==> src/rtl/tcp_handshake_link.sv <==
// tcp_handshake_link: client/server TCP open/close handshake model with loss injection and retransmission.
// Define TCP_LINK_STATS_EN to add the retx_cnt/drop_cnt statistics outputs.
module tcp_handshake_link #(
  parameter int SEQ_W = 8,
  parameter int TIMEOUT = 6,
  parameter int MAX_RETRY = 2,
  parameter logic [SEQ_W-1:0] CLIENT_ISN = 8'h10,
  parameter logic [SEQ_W-1:0] SERVER_ISN = 8'h80
) (
  input  logic       clk,
  input  logic       reset,
  input  logic       open_req,
  input  logic       close_req,
  input  logic       drop_c2s,
  input  logic       drop_s2c,
  output logic [2:0] client_state,
  output logic [2:0] server_state,
  output logic       connected,
  output logic       c2s_valid,
  output logic [1:0] c2s_type,
  output logic       s2c_valid,
  output logic [1:0] s2c_type,
`ifdef TCP_LINK_STATS_EN
  output logic [15:0] retx_cnt,
  output logic [15:0] drop_cnt,
`endif
  output logic       client_fail,
  output logic       server_fail
);
  typedef enum logic [2:0] {C_CLOSED = 3'd0, C_SYN_SENT = 3'd1, C_EST = 3'd2, C_FIN_WAIT = 3'd3} c_state_t;
  typedef enum logic [2:0] {S_LISTEN = 3'd3, S_SYN_RCVD = 3'd4, S_EST = 3'd5} s_state_t;
  localparam logic [1:0] SYN = 2'd0, SYNACK = 2'd1, ACK = 2'd2, FIN = 2'd3;
  localparam int TW = $clog2(TIMEOUT + 1);
  localparam int RW = $clog2(MAX_RETRY + 1);
  localparam logic [TW-1:0] T_LAST = TW'(TIMEOUT - 1);
  localparam logic [RW-1:0] R_MAX = RW'(MAX_RETRY);
  localparam logic [SEQ_W-1:0] C1 = CLIENT_ISN + 1'b1;
  localparam logic [SEQ_W-1:0] C2 = CLIENT_ISN + 2'd2;
  localparam logic [SEQ_W-1:0] S1 = SERVER_ISN + 1'b1;
  c_state_t c_st, c_nxt;
  s_state_t s_st, s_nxt;
  logic [TW-1:0] c_tim, s_tim;
  logic [RW-1:0] c_ret, s_ret;
  logic [SEQ_W-1:0] c_srv, c_srv_n, s_cli, s_cli_n;
  logic [SEQ_W-1:0] c2s_seq, c2s_ack, s2c_seq, s2c_ack;
  logic [SEQ_W-1:0] c_sq, c_ak, s_sq, s_ak;
  logic [1:0] c_ty, s_ty;
  logic c_send, c_retx, c_fail, c_exp, s_send, s_retx, s_fail, s_exp;
  assign client_state = c_st;
  assign server_state = s_st;
  assign c_exp = (c_st == C_SYN_SENT || c_st == C_FIN_WAIT) && c_tim == T_LAST;
  assign s_exp = s_st == S_SYN_RCVD && s_tim == T_LAST;
  // A segment that the FSM acts on takes precedence over a simultaneous timer expiry.
  always_comb begin
    c_nxt = c_st;
    c_send = 1'b0;
    c_retx = 1'b0;
    c_fail = 1'b0;
    c_ty = SYN;
    c_sq = CLIENT_ISN;
    c_ak = '0;
    c_srv_n = c_srv;
    case (c_st)
      C_CLOSED: if (open_req) {c_nxt, c_send} = {C_SYN_SENT, 1'b1};
      C_SYN_SENT:
        if (s2c_valid && s2c_type == SYNACK && s2c_ack == C1) begin
          {c_nxt, c_send, c_ty, c_sq} = {C_EST, 1'b1, ACK, C1};
          c_ak = s2c_seq + 1'b1;
          c_srv_n = s2c_seq;
        end else if (c_exp) begin
          c_send = c_ret < R_MAX;
          c_retx = c_send;
          c_fail = !c_send;
          c_nxt = c_send ? C_SYN_SENT : C_CLOSED;
        end
      C_EST:
        if (s2c_valid && s2c_type == SYNACK) begin
          {c_send, c_ty, c_sq} = {1'b1, ACK, C1};
          c_ak = s2c_seq + 1'b1;
          c_srv_n = s2c_seq;
        end else if (close_req) begin
          {c_nxt, c_send, c_ty, c_sq} = {C_FIN_WAIT, 1'b1, FIN, C1};
          c_ak = c_srv + 1'b1;
        end
      C_FIN_WAIT:
        if (s2c_valid && s2c_type == ACK && s2c_ack == C2) c_nxt = C_CLOSED;
        else if (c_exp) begin
          {c_ty, c_sq} = {FIN, C1};
          c_ak = c_srv + 1'b1;
          c_send = c_ret < R_MAX;
          c_retx = c_send;
          c_fail = !c_send;
          c_nxt = c_send ? C_FIN_WAIT : C_CLOSED;
        end
      default: c_nxt = C_CLOSED;
    endcase
  end
  always_comb begin
    s_nxt = s_st;
    s_send = 1'b0;
    s_retx = 1'b0;
    s_fail = 1'b0;
    s_ty = SYNACK;
    s_sq = SERVER_ISN;
    s_ak = s_cli + 1'b1;
    s_cli_n = s_cli;
    case (s_st)
      S_LISTEN:
        if (c2s_valid && c2s_type == SYN) begin
          {s_nxt, s_send} = {S_SYN_RCVD, 1'b1};
          s_ak = c2s_seq + 1'b1;
          s_cli_n = c2s_seq;
        end
      S_SYN_RCVD:
        if (c2s_valid && c2s_type == ACK && c2s_ack == S1) s_nxt = S_EST;
        else if (c2s_valid && c2s_type == SYN) begin
          s_send = 1'b1;
          s_ak = c2s_seq + 1'b1;
          s_cli_n = c2s_seq;
        end else if (c2s_valid && c2s_type == FIN) begin
          {s_nxt, s_send, s_ty, s_sq} = {S_LISTEN, 1'b1, ACK, S1};
          s_ak = c2s_seq + 1'b1;
        end else if (s_exp) begin
          s_send = s_ret < R_MAX;
          s_retx = s_send;
          s_fail = !s_send;
          s_nxt = s_send ? S_SYN_RCVD : S_LISTEN;
        end
      S_EST:
        if (c2s_valid && c2s_type == FIN) begin
          {s_nxt, s_send, s_ty, s_sq} = {S_LISTEN, 1'b1, ACK, S1};
          s_ak = c2s_seq + 1'b1;
        end
      default: s_nxt = S_LISTEN;
    endcase
  end
  always_ff @(posedge clk) begin
    if (reset) begin
      c_st <= C_CLOSED;
      s_st <= S_LISTEN;
      {c_tim, s_tim, c_ret, s_ret, c_srv, s_cli} <= '0;
      {c2s_valid, c2s_type, c2s_seq, c2s_ack} <= '0;
      {s2c_valid, s2c_type, s2c_seq, s2c_ack} <= '0;
      {connected, client_fail, server_fail} <= '0;
    end else begin
      c_st <= c_nxt;
      s_st <= s_nxt;
      c_srv <= c_srv_n;
      s_cli <= s_cli_n;
      c_tim <= (c_send || c_nxt != c_st || !(c_st == C_SYN_SENT || c_st == C_FIN_WAIT)) ? '0 : c_tim + 1'b1;
      s_tim <= (s_send || s_nxt != s_st || s_st != S_SYN_RCVD) ? '0 : s_tim + 1'b1;
      c_ret <= c_nxt != c_st ? '0 : c_ret + RW'(c_retx);
      s_ret <= s_nxt != s_st ? '0 : s_ret + RW'(s_retx);
      c2s_valid <= c_send && !drop_c2s;
      s2c_valid <= s_send && !drop_s2c;
      if (c_send) {c2s_type, c2s_seq, c2s_ack} <= {c_ty, c_sq, c_ak};
      if (s_send) {s2c_type, s2c_seq, s2c_ack} <= {s_ty, s_sq, s_ak};
      connected <= c_st == C_EST && s_st == S_EST;
      client_fail <= c_fail;
      server_fail <= s_fail;
    end
  end
`ifdef TCP_LINK_STATS_EN
  logic [16:0] retx_sum, drop_sum;
  assign retx_sum = {1'b0, retx_cnt} + 17'(c_retx) + 17'(s_retx);
  assign drop_sum = {1'b0, drop_cnt} + 17'(c_send && drop_c2s) + 17'(s_send && drop_s2c);
  always_ff @(posedge clk) begin
    if (reset) {retx_cnt, drop_cnt} <= '0;
    else begin
      retx_cnt <= retx_sum[16] ? 16'hFFFF : retx_sum[15:0];
      drop_cnt <= drop_sum[16] ? 16'hFFFF : drop_sum[15:0];
    end
  end
`endif
endmodule

==> config.mk <==
export PLATFORM = sky130hd
export DESIGN_NAME = tcp_handshake_link
export DESIGN_NICKNAME = d
export VERILOG_FILES = /design/src/rtl/tcp_handshake_link.sv
export SDC_FILE = /design/constraint.sdc
export NUM_CORES = 1
export LEC_CHECK = 0
export ABC_AREA = 1
export CAP_MARGIN = 40
export CELL_PAD_IN_SITES_DETAIL_PLACEMENT = 0
export CELL_PAD_IN_SITES_GLOBAL_PLACEMENT = 1
export CORE_UTILIZATION = 39
export DETAILED_ROUTE_END_ITERATION = 8
export PLACE_DENSITY_LB_ADDON = 0.25
export RECOVER_POWER = 25
export SETUP_SLACK_MARGIN = 0.3
export SYNTH_ARGS = -nofsm -noshare
export SYNTH_HDL_FRONTEND = slang
export SYNTH_SLANG_ARGS = --single-unit
==> constraint.sdc <==
create_clock -name clk -period 2 [get_ports clk]
set_clock_uncertainty 0.15 [all_clocks]
set_input_delay 0.4 -clock clk [delete_from_list [all_inputs] [get_ports clk]]
set_output_delay 0.4 -clock clk [all_outputs]
set_load 0.02 [all_outputs]
Yosys cells after proc, flatten, opt, wreduce, memory -nomap -nowiden

Cells that the tools add are included.

Div/mod/pow operators: 0
Shift-type cells: 0
Reductions and logical operators: 34
Eq/ne operators: 21
Order comparisons: 2
Muxes and demuxes: 79
Bitwise operators: 2
Add/subtract/negate cells: 8
Multipliers: 0

Operators with widths:

| operator                                            | number |
|---|---|
| two-way mux 8 bit                                   | 13 |
| case mux 8 bit (3 select lines)                     | 2 |
| two-way mux 3 bit                                   | 14 |
| adder 8 x 1 -> 8 bit, second input constant         | 4 |
| case mux 8 bit (2 select lines)                     | 2 |
| two-way mux 1 bit                                   | 29 |
| two-way mux 2 bit                                   | 9 |
| equality test 8 x 5 -> 1 bit, second input constant | 2 |
| logical AND 1 bit                                   | 13 |
| equality test 3 bit, second input constant          | 4 |
| case mux 3 bit (4 select lines)                     | 1 |
| equality test 3 x 2 -> 1 bit, second input constant | 3 |
| case mux 3 bit (3 select lines)                     | 1 |
| equality test 8 bit, second input constant          | 1 |
| OR reduction 2 bit                                  | 4 |
| adder 3 x 1 -> 3 bit, second input constant         | 2 |
| equality test 2 bit, second input constant          | 3 |
| != test 3 bit                                       | 2 |
| case mux 1 bit (2 select lines)                     | 3 |
| case mux 1 bit (3 select lines)                     | 2 |
| case mux 2 bit (3 select lines)                     | 1 |
| OR reduction 6 bit                                  | 1 |
| logical NOT 1 bit                                   | 5 |
| logical OR 1 bit                                    | 5 |
| 15 further kinds                                    | 20 |

Input bits: 6
Latch bits: 0
Bits in read-only memories: 0
Memories kept: 0
Bits in writable memories: 0
Register bits after elaboration: 73
Logic and storage cells: 165
Output and inout bits: 15

Logic depth before layout (Yosys ltp)

Gate-level depths: netlist of the first run.

Depth in word-level cells: 11
Depth in mapped cells: 13
Gate-level depth less buffers: 13

Worst setup path before layout of the first run

Ideal clock, no wire load.

Kind: register to register
Start: reg c2s_type[0]
End: reg s_tim[2]
Buffers on the path: 0
Required time: 1.734 ns
Path slack: 0.294 ns
Data arrival time: 1.440 ns
Library setup time: 0.116 ns
Period minus slack after synthesis: 1.706 ns
Cell stages (with the launch flop): 12
Path through: dfxtp_1 -> inv_1 -> nand3_2 -> inv_1 -> nand2_1 -> nand2_1 -> nor2_1 -> nand2_1 -> o21bai_2 -> nor2_1 -> nand2_1 -> nor2_1

Word-level cells in the longest chain between the ends: 10
Elaborated cells between the ends (all ways): 23
Those cells by class: 3 x eq/ne; 12 x mux; 8 x reduce/logical

RTL lines:

| element                          | line     | RTL |
|---|---|---|
| start: declaration               | 20       | `output logic [1:0] c2s_type,` |
| start signal: assignment         | 156      | `if (c_send) {c2s_type, c2s_seq, c2s_ack} <= {c_ty, c_sq, c_ak};` |
| equality test 2 bit              | 120, 130 |  |
| logical AND 1 bit                | 120, 130 |  |
| two-way mux 3 bit                | 120      | `end else if (c2s_valid && c2s_type == FIN) begin` |
| two-way mux 3 bit                | 116      | `else if (c2s_valid && c2s_type == SYN) begin` |
| two-way mux 3 bit                | 115      | `if (c2s_valid && c2s_type == ACK && c2s_ack == S1) s_nxt = S_EST;` |
| case mux 3 bit (3 select lines)  | 107      | `case (s_st)` |
| != test 3 bit                    | 151      | `s_tim <= (s_send \|\| s_nxt != s_st \|\| s_st != S_SYN_RCVD) ? '0 : s_tim + 1'b1;` |
| logical OR 1 bit * (2 in series) | 151      |  |
| OR reduction 2 bit (no line) *   | n/a      |  |
| end signal: assignment           | 151      |  |
| end: declaration                 | 42       | `logic [TW-1:0] c_tim, s_tim;` |

Every way passes the cells marked *; elsewhere a longest branch is shown, timed or not.
A chain may end at the register's enable or synchronous reset.

Worst setup path after layout of the first run

Start: reg c_tim[1]
End: reg c2s_ack[0]

Word-level cells in the longest chain between the ends: 5
Elaborated cells between the ends (all ways): 9
Those cells by class: 1 x eq/ne; 7 x mux; 1 x reduce/logical

RTL lines:

| element                                                                                   | line   | RTL |
|---|---|---|
| start: declaration                                                                        | 42     |  |
| start signal: assignment                                                                  | 150    | `c_tim <= (c_send \|\| c_nxt != c_st \|\| !(c_st == C_SYN_SENT \|\| c_st == C_FIN_WAIT)) ? '0 : c_tim + 1'b1;` |
| equality test 3 bit *                                                                     | 51     | `assign c_exp = (c_st == C_SYN_SENT \|\| c_st == C_FIN_WAIT) && c_tim == T_LAST;` |
| logical AND 1 bit *                                                                       | 51     |  |
| two-way mux 1 bit / two-way mux 8 bit (equally long branches)                             | 70, 87 |  |
| two-way mux 1 bit (tied with other cells)                                                 | 86     | `if (s2c_valid && s2c_type == ACK && s2c_ack == C2) c_nxt = C_CLOSED;` |
| case mux 1 bit (4 select lines) / case mux 8 bit (3 select lines) (equally long branches) | 63     | `case (c_st)` |
| end signal: assignment                                                                    | 156    |  |
| end: declaration                                                                          | 45     | `logic [SEQ_W-1:0] c2s_seq, c2s_ack, s2c_seq, s2c_ack;` |

Marked as above.

==> results of run 1 <==
[layer usage]
| layer | up-vias | GRT usage |
|---|---|---|
| met5 | - | 0 |
| met4 | 0 | 0.0756 |
| met3 | 2 | 0.0390 |
| met2 | 30 | 0.272 |
| met1 | 790 | 0.242 |
| li1 | 891 | - |
[placed cells by master, fill, tap and decap left out, types with 6 or more instances in the layout]
| master | Yosys | layout |
|---|---|---|
| nand3_1 | 13 | 7 |
| dlygate4sd2_1 | 0 | 15 |
| dfxtp_1 | 37 | 23 |
| nand2_1 | 68 | 62 |
| dfxtp_2 | 0 | 10 |
| a21oi_1 | 12 | 9 |
| buf_4 | 2 | 13 |
| nor2_1 | 29 | 26 |
| clkbuf_8 | 0 | 6 |
| inv_1 | 35 | 32 |
| nor3_1 | 10 | 8 |
| o21ai_0 | 8 | 7 |
| nand3_2 | 4 | 8 |
[state kept, by name, summed over array words and instances (netlist names), 3 cells and up]
signal / cells
c2s_ack: 3
server_state: 3
s2c_ack: 3
s_tim: 3
c_tim: 3
client_state: 3
[cell families after synthesis]
family | after synthesis
simple gates | 136
compound gates | 31
xor+xnor | 4
fa+ha+maj | 6
other cells | 1
buf+inv | 40
flops | 37
[cell type report]
class | count | area (um^2) | share of cell area
clock buffer | 7 | 86.3 | 0.0357
inverter | 36 | 135 | 0.0559
multi-input combinational | 178 | 1050 | 0.433
sequential | 37 | 768 | 0.318
tap | 52 | 65.1 | 0.0269
timing repair buffer | 37 | 317 | 0.131
[how the worst max path moves through the flow]
stage	start	end	slack [ns]	cells past startpoint
floorplan	s2c_type[0]	c_ret[1]	0.31	10
global placement	reset	c2s_valid	0.06	4
detailed placement	close_req	c_tim[2]	0.06	6
CTS	c2s_type[0]	s_tim[0]	0.29	11
global route	c_tim[1]	c2s_ack[1]	0.16	11
finish	c_tim[1]	c2s_ack[0]	0.27	11
[power groups by stage]
stage          sequential (W)  clock, W  combinational [W]
6_report             0.000753  0.000517           0.000105
3_5_place_dp         0.000772         0          0.0000955
5_1_grt              0.000753  0.000575           0.000116
3_3_place_gp         0.000772         0          0.0000961
2_1_floorplan        0.000775         0          0.0000494
4_1_cts              0.000753  0.000543          0.0000980
[timing repair]
item | 4_1_cts | 5_1_grt
resized for setup | 32 | 39
endpoints found under the hold margin | 0 | 0
buffers inserted | 4 | 4
pin swaps | 5 | 17
endpoints found under the setup margin | 31 | 21
[stage by stage]
| stage | hold slack, ns | instance area (um^2) | setup WS (ns) |
|---|---|---|---|
| 4_1_cts | 0.281 | 2270 | 0.290 |
| 5_1_grt | 0.290 | 2420 | 0.161 |
| 2_1_floorplan | 0.271 | 1810 | 0.307 |
| 3_5_place_dp | 0.299 | 2120 | 0.0623 |
| 3_3_place_gp | 0.285 | 2120 | 0.0642 |
| 6_report | 0.276 | 2420 | 0.268 |
[worst reg2reg max path: cells and delay by family (launching register included)]
kind / cells / cell delay (ns)
AND/OR/NAND/NOR: 6 / 0.60
adder cells (fa/ha/maj): 1 / 0.13
flip-flops: 1 / 0.33
AO/OA/AOI/OAI: 2 / 0.29
buffers and inverters: 2 / 0.18
[cells in the mapped netlist, drive strengths merged]
library cell  number
o211ai             3
nor3              10
dfxtp             37
nand4              3
nand2             69
conb               1
nor3b              1
a31oi              3
o21ai             10
xnor2              4
nand3             17
nor2              35
o21bai             1
inv               36
o41ai              1
clkbuf             2
buf                2
o2bb2ai            1
nand3b             1
ha                 6
a21oi             12
==> flow_summary_export.csv, run 1 <==
group,metric,value,unit
run_status,status,"completed",
cells_and_area,final_nets,307,
drt,vias,1713,
timing,finalSetupViolations,0,
synth,netlist.area_leader.share,0.410,
clock_tree,clk_pin_slew,0.07,ns
pwr,pwr-share-seq,0.547,
pwr,p_leak,1.09,nW
critical_path,cp_num_buf_inv,2,
critical_path,reg2reg_from,"c_tim[1]",
synth,synthCells,255,
synth,ys_seq_area_frac,0.410,
cells_and_area,n_antenna_cell,0,
hold_path,hold_path_class,"flop to flop",
grt,antenna_found_initial,0,
cells_and_area,post-route-util,0.548,
drt,drc,0,
synth,syn_area_per_cell,7.09,um^2
floorplan,core_area,4410,um^2
critical_path,r2r_setup_slack,0.27,ns
drt,ant_nets,0,
drt,wl_per_cell,12.2,um
pwr,swShare,0.229,
drt,wl_met2,1950,um
grt,overflow,0,
synth,syn_area,1810,um^2
timing,worstMarginPinSlew,0.539,ns
grt,gr-usage-all-layers,0.178,
clock_tree,cts-root-buf,"clkbuf_8",
clock_tree,h-tree-depth,2,
critical_path,crit_family,"simple AND/OR/NAND/NOR gates",
grt,grt_pass1_vias,1531,
critical_path,path_cells,"inv_2 > ha_4 > nand2_4 > nor2_4 > nand2_2 > o21ai_2 > nor2_2 > buf_6 > nor2_4 > nand2_1 > a21oi_2",
synth,synth_nets,267,
critical_path,r2r_cells,11,
timing,tns,0,ns
critical_path,cpPeakStageDelay,0.33,ns
pwr,peakVddDrop,0.000372,V
floorplan,dieArea,4910,um^2
drt,met3_length,173,um
clock_tree,cts_buffer_depth,2,
hold_path,min_to,"s_tim[0]",
timing,rsz0062_at_grt,"true",
critical_path,crit_fanout,5,
cells_and_area,area_growth,33.7,%
synth,yosys.area_share.simple,0.338,
floorplan,initial_core_util,0.410,
floorplan,die_y,70.1,um
drt,routed_via_density,4.94,
placement,gp_congestion,0.874,
synth,synthXorXnorAreaFrac,0.0194,
clock_tree,worstSkewPairLatency,0.29,ns
critical_path,end_kind,"flop",
critical_path,path_class,"flop to flop",
pwr,p_int,0.00106,W
critical_path,rr_endpoint,"c2s_ack[0]",
timing,hold_viol,0,
critical_path,cp_slowest_cell,"dfxtp_2",
floorplan,pin_count,21,
hold_path,worstHoldStart,"s_tim[0]",
floorplan,num_rows,24,
cells_and_area,nFillCells,461,
synth,yosys.area.top_type,"dfxtp_1",
critical_path,crit_top_cell,"nor2_4",
synth,synth_top_family_by_area,"simple AND/OR/NAND/NOR gates",
timing,slew_headroom,0.641,
drt,routed_wl,4240,um
placement,dp_cells,332,
pwr,powerDensity,569,nW/um^2
grt,grt_max_degree,11,
placement,hpwl,3040,um
pwr,pwr-share-clk,0.376,
clock_tree,cts_buffers,5,
synth,synth_area_leaders,"dfxtp_1 (41%), nand2_1 (14%), inv_1 (7.3%)",
drt,drtPass1Iterations,4,
critical_path,cp.required,2.07,ns
job,cap_violations,0,
timing,maxSlewViolCount,0,
drt,top_layer_used,"met4",
placement,port_buffers,20,
pwr,comb_power_share,0.077,
synth,synth-adder-area-share,0.0415,
drt,wl_met1,2110,um
hold_path,whs_path_depth,1,
grt,grt_pass1_wl,6940,um
synth,synth-compound-area-share,0.102,
timing,post-route-period-util,0.866,
cells_and_area,drive_gt1_frac,0.258,
critical_path,startpoint_type,"flop",
pwr,power_switching,0.000316,W
clock_tree,cts_sinks,37,
critical_path,arrival,1.80,ns
synth,yosysWarningCount,0,
timing,fmax,0.577,GHz
drt,drtIter0Drc,108,
synth,ys_ff_latch,37,
timing,layout_min_cycle_time,1.73,ns
synth,synth_mux_area_frac,0,
synth,ys_types,28,
pwr,power.total,0.00138,W
clock_tree,hold_buffers,0,
floorplan,die_w,70.1,um
clock_tree,cts_tree,"built",
cells_and_area,final_cell_count_no_fill,347,
Note: power is estimated with default switching activity, not from simulation.
==> inputs of run 2 (changes only) <==
--- a/config.mk
+++ b/config.mk
@@ -13,7 +13,7 @@
 export DETAILED_ROUTE_END_ITERATION = 8
 export PLACE_DENSITY_LB_ADDON = 0.25
 export RECOVER_POWER = 25
-export SETUP_SLACK_MARGIN = 0.3
+export SETUP_SLACK_MARGIN = 0.4
 export SYNTH_ARGS = -nofsm -noshare
 export SYNTH_HDL_FRONTEND = slang
 export SYNTH_SLANG_ARGS = --single-unit
==> run 2 against run 1 <==
Effect of this change:
- critical path depth decreased by 2
- final cell count increased by 4.0%
- sequential share of layout area decreased by 3.0 points
- routed wire length increased by 14%
- die area unchanged
- clock power increased by 34%
- combinational power increased by 23%
- clock-buffer cell count decreased by 1
- largest cell class unchanged
==> flow_summary_export.csv, run 2 (synthesis results as in run 1) <==
group,metric,value,unit
run_status,status,"completed",
floorplan,die_y,70.1,um
grt,gr-usage-all-layers,0.199,
drt,drtPass1Iterations,4,
cells_and_area,drive_gt1_frac,0.408,
cells_and_area,n_antenna_cell,0,
timing,whs,0.302,ns
timing,slew_headroom,0.637,
critical_path,arrival,1.80,ns
cells_and_area,layout_commonest_cell,"nand2_1",
critical_path,end_kind,"flop",
drt,routed_via_density,4.98,
timing,layout_min_cycle_time,1.74,ns
clock_tree,h-tree-depth,2,
floorplan,num_rows,24,
clock_tree,cts_buffers,5,
floorplan,pin_count,21,
clock_tree,cts-root-buf,"clkbuf_8",
pwr,p_leak,1.19,nW
cells_and_area,final_cell_mix,"nand2_1 (50), inv_1 (25), buf_4 (25), nor2_1 (21), dfxtp_1 (20)",
grt,grt_pass1_wl,7730,um
clock_tree,cts_sinks,37,
cells_and_area,final_cell_count_no_fill,361,
floorplan,initial_core_util,0.410,
critical_path,startpoint_type,"flop",
cells_and_area,area_growth,50.1,%
timing,tns,0,ns
floorplan,dieArea,4910,um^2
pwr,peakVddDrop,0.000413,V
timing,post-route-period-util,0.868,
clock_tree,cts_buffer_depth,2,
critical_path,cp.required,2.06,ns
clock_tree,worstSkewPairLatency,0.29,ns
drt,drc,0,
critical_path,path_class,"flop to flop",
pwr,powerDensity,579,nW/um^2
clock_tree,clk_pin_slew,0.08,ns
floorplan,core_area,4410,um^2
grt,antenna_found_initial,0,
drt,routed_wl,4850,um
timing,hold_viol,0,
drt,drtIter0Drc,104,
placement,port_buffers,20,
cells_and_area,multiInputGateArea,1190,um^2
drt,wl_per_cell,13.4,um
critical_path,crit_fanout,7,
grt,overflow,0,
cells_and_area,final_nets,320,
timing,finalSetupViolations,0,
timing,fmax,0.576,GHz
drt,ant_nets,0,
cells_and_area,ff_latch_area,782,um^2
placement,gp_congestion,0.844,
drt,vias,1796,
job,cap_violations,0,
placement,dp_cells,331,
timing,rsz0062_at_grt,"true",
timing,worstMarginPinSlew,0.544,ns
hold_path,hold_path_class,"flop to flop",
cells_and_area,post-route-util,0.615,
grt,grt_pass1_vias,1729,
grt,grt_max_degree,13,
timing,maxSlewViolCount,0,
clock_tree,cts_tree,"built",
placement,hpwl,3090,um
cells_and_area,nFillCells,394,
floorplan,die_w,70.1,um
-- run 2: changes by cell type in the layout (fill, tap and decap cells not counted), moves of 4 or more --
cell	before	now
a21oi_1	9	5
a21oi_2	3	7
buf_4	13	25
dfxtp_4	4	8
inv_1	32	25
inv_2	4	9
nand2_1	62	50
nand2_2	5	13
nor2_1	26	21
-- run 2: critical path, stage by stage (launching register included) --
cell and delay [ns]:
dfxtp_4 0.44, nand2_8 0.09, nor2_4 0.16, nand3_2 0.15, nand3_4 0.13, nor2_4 0.05
buf_6 0.12, nor2_4 0.14, nand2_1 0.09, a21oi_2 0.13
-- run 2: worst paths after layout --
kind | startpoint | endpoint | slack (ns) | depth (start not counted)
worst max-delay path | client_state[0] | c2s_type[1] | 0.26 | 9
worst min-delay path | s_tim[0] | s_tim[0] | 0.30 | 1
worst max register to register | client_state[0] | c2s_type[1] | 0.26 | 9
worst min register to register | s_tim[0] | s_tim[0] | 0.30 | 1
-- run 2: metrics by stage --
step                      instance area, um^2  power (W)  setup slack, ns
after floorplan                          1820   0.000825            0.403
after global placement                   2130   0.000869           0.0837
after detailed placement                 2130   0.000869           0.0481
after CTS                                2470    0.00158            0.339
after global routing                     2710    0.00163            0.148
final                                    2710    0.00157            0.263
-- run 2: final cells by class --
type,count,area share
clock inverters,2,0.0138
inverters,36,0.0526
multi-input cells,178,0.438
clock buffers,6,0.0304
well taps,52,0.0240
flip-flops and latches,37,0.288
repair buffers,50,0.154
-- run 2: where the power goes --
part	internal [W]	switching, W	total (W)
logic	0.0000550	0.0000737	0.000129
clock network	0.000406	0.000287	0.000693
registers	0.000737	0.0000114	0.000748
total	0.00120	0.000373	0.00157
-- run 2: what timing repair did --
item,in CTS,in global routing
resized for setup,64,57
hold buffers,0,0
gates cloned,0,0
endpoints found under the hold margin,0,0
buffers inserted,13,9
setup endpoints to repair,38,28
pin swaps,14,21
-- run 2: layer usage --
metal	GRT usage	routed length (um)	vias to the layer above
li1	-	-	916
met1	0.252	2150	836
met2	0.318	2470	34
met3	0.0505	146	10
met4	0.0867	93	0
met5	0	0	-
==> inputs of run 3 (changes only) <==
--- a/config.mk
+++ b/config.mk
@@ -10,6 +10,7 @@
 export CELL_PAD_IN_SITES_DETAIL_PLACEMENT = 0
 export CELL_PAD_IN_SITES_GLOBAL_PLACEMENT = 1
 export CORE_UTILIZATION = 39
+export CTS_CLUSTER_DIAMETER = 150
 export DETAILED_ROUTE_END_ITERATION = 8
 export PLACE_DENSITY_LB_ADDON = 0.25
 export RECOVER_POWER = 25
==> results of run 3 <==
The final DEF is identical to that of run 2; final timing and power are the same.
==> edit 1: new RTL, config.mk and constraints of run 3 <==
`MAX_RETRY`: 2 -> 4.
--- a/src/rtl/tcp_handshake_link.sv
+++ b/src/rtl/tcp_handshake_link.sv
@@ -4,5 +4,5 @@
   parameter int SEQ_W = 8,
   parameter int TIMEOUT = 6,
-  parameter int MAX_RETRY = 2,
+  parameter int MAX_RETRY = 4,
   parameter logic [SEQ_W-1:0] CLIENT_ISN = 8'h10,
   parameter logic [SEQ_W-1:0] SERVER_ISN = 8'h80
Behaviour: same outputs for any inputs over 10 cycles, from zero or initial values and one cycle with reset high; that may be too few to reach the edited logic, so the function may still have changed.
==> edit 1 against run 3 <==
Power up 0.58%. Sequential cell count up 2. Hold slack worse by 0.012 ns. Critical path depth up 1. Setup slack worse by 0.079 ns. First-iteration DRC count down 41%. Largest power group unchanged. Final cell count up 11%. Maximum frequency down 4.4%. Sequential power up 6.7%. Wire length up 6.0%. Area after synthesis up 6.6%. Die area up 6.5%. Cell area up 15%.
==> edit 1: results (changes against run 3) <==
[timing]
finalHoldWorstSlack_ns = 0.290  ; -0.0118 ns
fin_ws_ns = 0.184  ; -0.0794 ns

[global_routing]
grt_pass1_wl_mm = 7.73  ; about the same
grt_use_met2 = 0.300  ; -0.0183
use_met1 = 0.260  ; +0.00749
use_met3 = 0.0375  ; -0.0130
grt_pass1_vias = 1736  ; +0.40%
grt_usage = 0.193  ; -0.00596

[cts]
cts_resized = 73  ; +14%
cts_setup_buffers = 25  ; +12

[power_and_ir_drop]
sequentialPower_mw = 0.798  ; +6.7%
leakagePower_nw = 1.37  ; +15%
seqPwrFrac = 0.505  ; +0.028
ir_worst_vdd_v = 0.000347  ; -16%
power_switching_mw = 0.408  ; +9.5%

[logic_synthesis]
synth_commonest_cells = 51 x nand2_1, 41 x nor2_1, 39 x dfxtp_1
yosys-top-cells-area = dfxtp_1 40%, nand2_1 9.9%, nor2_1 8.0%, inv_1 6.4%, ha_1 5.2%
synth-adder-area-share = 0.0519  ; +0.0104
synthCells = 267  ; +4.7%
synth_xor_area_frac = 0.0182  ; -0.00121
ys_seq_area_frac = 0.405  ; -0.00476
synth_nets = 281  ; +5.2%
ys_types = 31  ; +11%

[cells_and_area]
drive_above_1_share = 0.530  ; +0.122
nets = 347  ; +8.4%
fillers = 402  ; +2.0%
fin_cells = 401  ; +11%

[drt]
drt_iter0_markers = 61  ; -41%
drt_pass1_iterations = 5  ; +1
wl_met1_mm = 2.43  ; +13%
finalWirelength_mm = 5.15  ; +6.0%
vias = 1918  ; +6.8%
dr_wl_met3_um = 125  ; -14%
wl_met2_mm = 2.49  ; +1.1%

[floorplan]
die_area_sq_mm = 0.00523  ; +6.5%
fp.dieW_um = 72.3  ; +3.2%

[placed_design]
dp_slack_ns = 0.145  ; +0.0970 ns
post_dp_cell_area_sq_mm = 0.00226  ; +6.2%
dp_hpwl_mm = 3.03  ; -1.9%
gp_congestion = 0.791  ; -6.2%

[setup_path]
arrival_ns = 1.85  ; +0.05 ns
critPathMaxStageDelay_ns = 0.47  ; +0.03 ns
critPathMaxFanout = 8  ; +1
critPathTopFamily = simple AND/OR/NAND/NOR gates

[status]
status = finished, final reports clean

-- edit 1: changes by cell type in the layout (fill, tap and decap cells not counted), moves of 4 or more --
cell,delta
a21oi_2,-5
buf_4,+10
dlygate4sd2_1,-5
inv_1,-4
inv_2,+4
nand2_1,-20
nand2_2,+4
nand2_4,+6
nor2_4,+7
o21ai_2,+4
-- edit 1: layout make-up --
class	count	area [sq um]	share of cell area
Clock buffer	7	96.3	0.0308
Sequential cell	39	830	0.265
Timing Repair Buffer	63	514	0.165
Tap cell	67	83.8	0.0268
Clock inverter	1	7.51	0.00240
Inverter	39	161	0.0516
Multi-Input combinational cell	185	1430	0.458
-- edit 1: worst paths after layout --
kind	cells past startpoint	to	from
setup / recovery	10	s_tim[1]	c2s_type[1]
hold / removal	1	c_tim[0]	c_tim[0]
setup reg to reg	10	s_tim[1]	c2s_type[1]
hold reg to reg	1	c_tim[0]	c_tim[0]
==> edit 2: new RTL, flow settings as in run 3 <==
Made on the original files. Add an input register stage for `open_req` and `close_req`; this delays them by one clock. The other inputs are not delayed to match.
--- a/src/rtl/tcp_handshake_link.sv
+++ b/src/rtl/tcp_handshake_link.sv
@@ -38,4 +38,13 @@
   localparam logic [SEQ_W-1:0] C2 = CLIENT_ISN + 2'd2;
   localparam logic [SEQ_W-1:0] S1 = SERVER_ISN + 1'b1;
+
+  logic open_req_q;
+  logic close_req_q;
+
+  always_ff @(posedge clk) begin
+    open_req_q  <= open_req;
+    close_req_q <= close_req;
+  end
+
   c_state_t c_st, c_nxt;
   s_state_t s_st, s_nxt;
@@ -62,5 +71,5 @@
     c_srv_n = c_srv;
     case (c_st)
-      C_CLOSED: if (open_req) {c_nxt, c_send} = {C_SYN_SENT, 1'b1};
+      C_CLOSED: if (open_req_q) {c_nxt, c_send} = {C_SYN_SENT, 1'b1};
       C_SYN_SENT:
         if (s2c_valid && s2c_type == SYNACK && s2c_ack == C1) begin
@@ -79,5 +88,5 @@
           c_ak = s2c_seq + 1'b1;
           c_srv_n = s2c_seq;
-        end else if (close_req) begin
+        end else if (close_req_q) begin
           {c_nxt, c_send, c_ty, c_sq} = {C_FIN_WAIT, 1'b1, FIN, C1};
           c_ak = c_srv + 1'b1;
Formal check against the unedited RTL: not equivalent (Yosys sat finds a counterexample within 4 cycles, from zero or initial values and one cycle with reset high).
==> edit 2 against run 3 <==
Setup slack improved by 0.024 ns. Wire length decreased by 8.8%. Sequential share of layout area increased by 1.5 points. Combinational power decreased by 16%. Sequential cell count increased by 2. Power decreased by 10%. Cell area about the same. Area after synthesis decreased by 0.83%. Via count decreased by 6.8%. Critical path type unchanged. Critical endpoint is now s2c_seq[0]. Largest power group unchanged.
==> edit 2: results (changes against run 3) <==
[global_routing]
grt_pass1_wl_mm = 6.96  ; -10%
grt-ovfl-total = 0  ; unchanged
grt_max_degree = 12  ; -1
antenna_found_initial = 0  ; unchanged
grt_usage = 0.179  ; -0.0195
grt_pass1_vias = 1539  ; -11%

[min_path]
hold_class = flop to flop

[cells_and_area]
insertedDiodeCount = 0  ; unchanged
fin_cells = 343  ; -5.0%
nets = 302  ; -5.6%
drive_above_1_share = 0.454  ; +0.0458

[drt]
drt_pass1_iterations = 4  ; unchanged
vias_per_cell = 4.88  ; -1.9%
route.detailed.wl_per_inst_um = 12.9  ; -4.1%
drtAntennaViolNets = 0  ; unchanged
drt_iter0_markers = 49  ; -53%

[placed_design]
gp_congestion = 0.790  ; -6.3%
port_buffers = 20  ; unchanged
dp_hpwl_mm = 2.71  ; -12%
dpl.cell_count = 318  ; -3.9%

[status]
status = finished, final reports clean

[cts]
clock_path_buffers = 2  ; unchanged
cts_buffers = 5  ; unchanged
cts.clk_slew.worst_paths_ns = 0.07
clk-insertion-delay-late_ns = 0.29  ; about the same
cts-root-buf = clkbuf_8
htreeDepth = 2  ; unchanged

[logic_synthesis]
ys_types = 30  ; +7.1%
synth_nets = 259  ; -3.0%
synth_commonest_cells = 56 x nand2_1, 39 x dfxtp_1, 35 x nor2_1
ys_seq_area_frac = 0.435  ; +0.0258
yosysWarnings = 0  ; unchanged
synthArstFlopShare = 0  ; unchanged
yosys-top-cells-area = dfxtp_1 44%, nand2_1 12%, nor2_1 7.3%, inv_1 5.9%, a21oi_1 4.2%
synthCells = 247  ; -3.1%

[setup_path]
critPathMaxStageDelay_ns = 0.45
critPathMaxFanout = 7  ; unchanged
arrival_ns = 1.74  ; -0.06 ns
critPathSlowestCell = dfxtp_1
critPathTopFamily = flip-flops

[timing]
hold_viol = 0  ; unchanged

[power_and_ir_drop]
leakagePower_nw = 1.17  ; -1.8%
ir_worst_vdd_v = 0.000354  ; -14%
p_int_mw = 1.07  ; -11%

edit 2: cell count changes in the layout (fill, tap and decap cells not counted), sizes merged, moves of 2 or more:
cell           before  now
a21oi              12   16
nand2              69   61
nand3              17   15
clkdlybuf4s50       4    2
dlygate4sd3         1    3
dfxtp              37   39
nor3               10    8
a31oi               3    1
inv                36   33
nor2               35   38
buf                29   20
edit 2: path summary, 6_finish.rpt:
| check | start | endpoint | slack, ns | cells past startpoint |
|---|---|---|---|---|
| max reg2reg | server_state[1] | s2c_seq[0] | 0.29 | 7 |
| min reg2reg | s_cli[4] | s_cli[4] | 0.30 | 2 |
| max | server_state[1] | s2c_seq[0] | 0.29 | 7 |
| min | s_cli[4] | s_cli[4] | 0.30 | 2 |
edit 2: power groups by stage:
stage	clock network, mW	registers (mW)	logic (mW)
3_5_place_dp	0	0.818	0.0892
2_1_floorplan	0	0.821	0.0493
4_1_cts	0.526	0.801	0.0936
5_1_grt	0.566	0.795	0.120
6_report	0.505	0.794	0.109
3_3_place_gp	0	0.819	0.0898
edit 2: worst register-to-register path, delay by kind of cell, from the launching register on:
kind	cells	cell delay, ns
AO/OA/AOI/OAI	2	0.38
buffers and inverters	2	0.27
flip-flops	1	0.45
AND/OR/NAND/NOR	3	0.35
edit 2: area by class of cell:
class | count | area [sq um]
fill | 377 | 1670
multi-input combinational | 171 | 1260
sequential | 39 | 823
timing repair buffer | 40 | 348
inverter | 33 | 141
clock buffer | 7 | 76.3
tap | 52 | 65.1
clock inverter | 1 | 5.00
edit 2: logic make-up after synthesis:
family / Yosys count / synth area share
and+or+nand+nor: 128 / 0.318
buffers and inverters: 37 / 0.0816
AOI/OAI and AO/OA: 32 / 0.102
other: 1 / 0.00209
DFF: 39 / 0.435
adders and majority gates: 6 / 0.0419
xor gates and xnor gates: 4 / 0.0195
edit 2: per-layer routing:
layer,wire length (um),up-vias,track usage
met3,157,8,0.0363
li1,-,875,-
met5,0,-,0
met1,2140,757,0.255
met2,2060,34,0.266
met4,65,0,0.0667
edit 2: timing repair:
item                       CTS  global route
setup endpoints to repair   39            31
buffers inserted             5            12
resized for setup           65            95
pin swaps                   16            37
hold endpoints to repair     0             0
edit 2: per-stage QoR:
step / hold WS, ns / area, sq um / utilization / setup slack, ns
6_report: 0.296 / 2720 / 0.619 / 0.288
5_1_grt: 0.306 / 2720 / 0.619 / 0.147
3_5_place_dp: 0.282 / 2070 / 0.471 / 0.253
4_1_cts: 0.275 / 2330 / 0.531 / 0.376
2_1_floorplan: 0.270 / 1800 / - / 0.402
3_3_place_gp: 0.282 / 2070 / 0.471 / 0.257
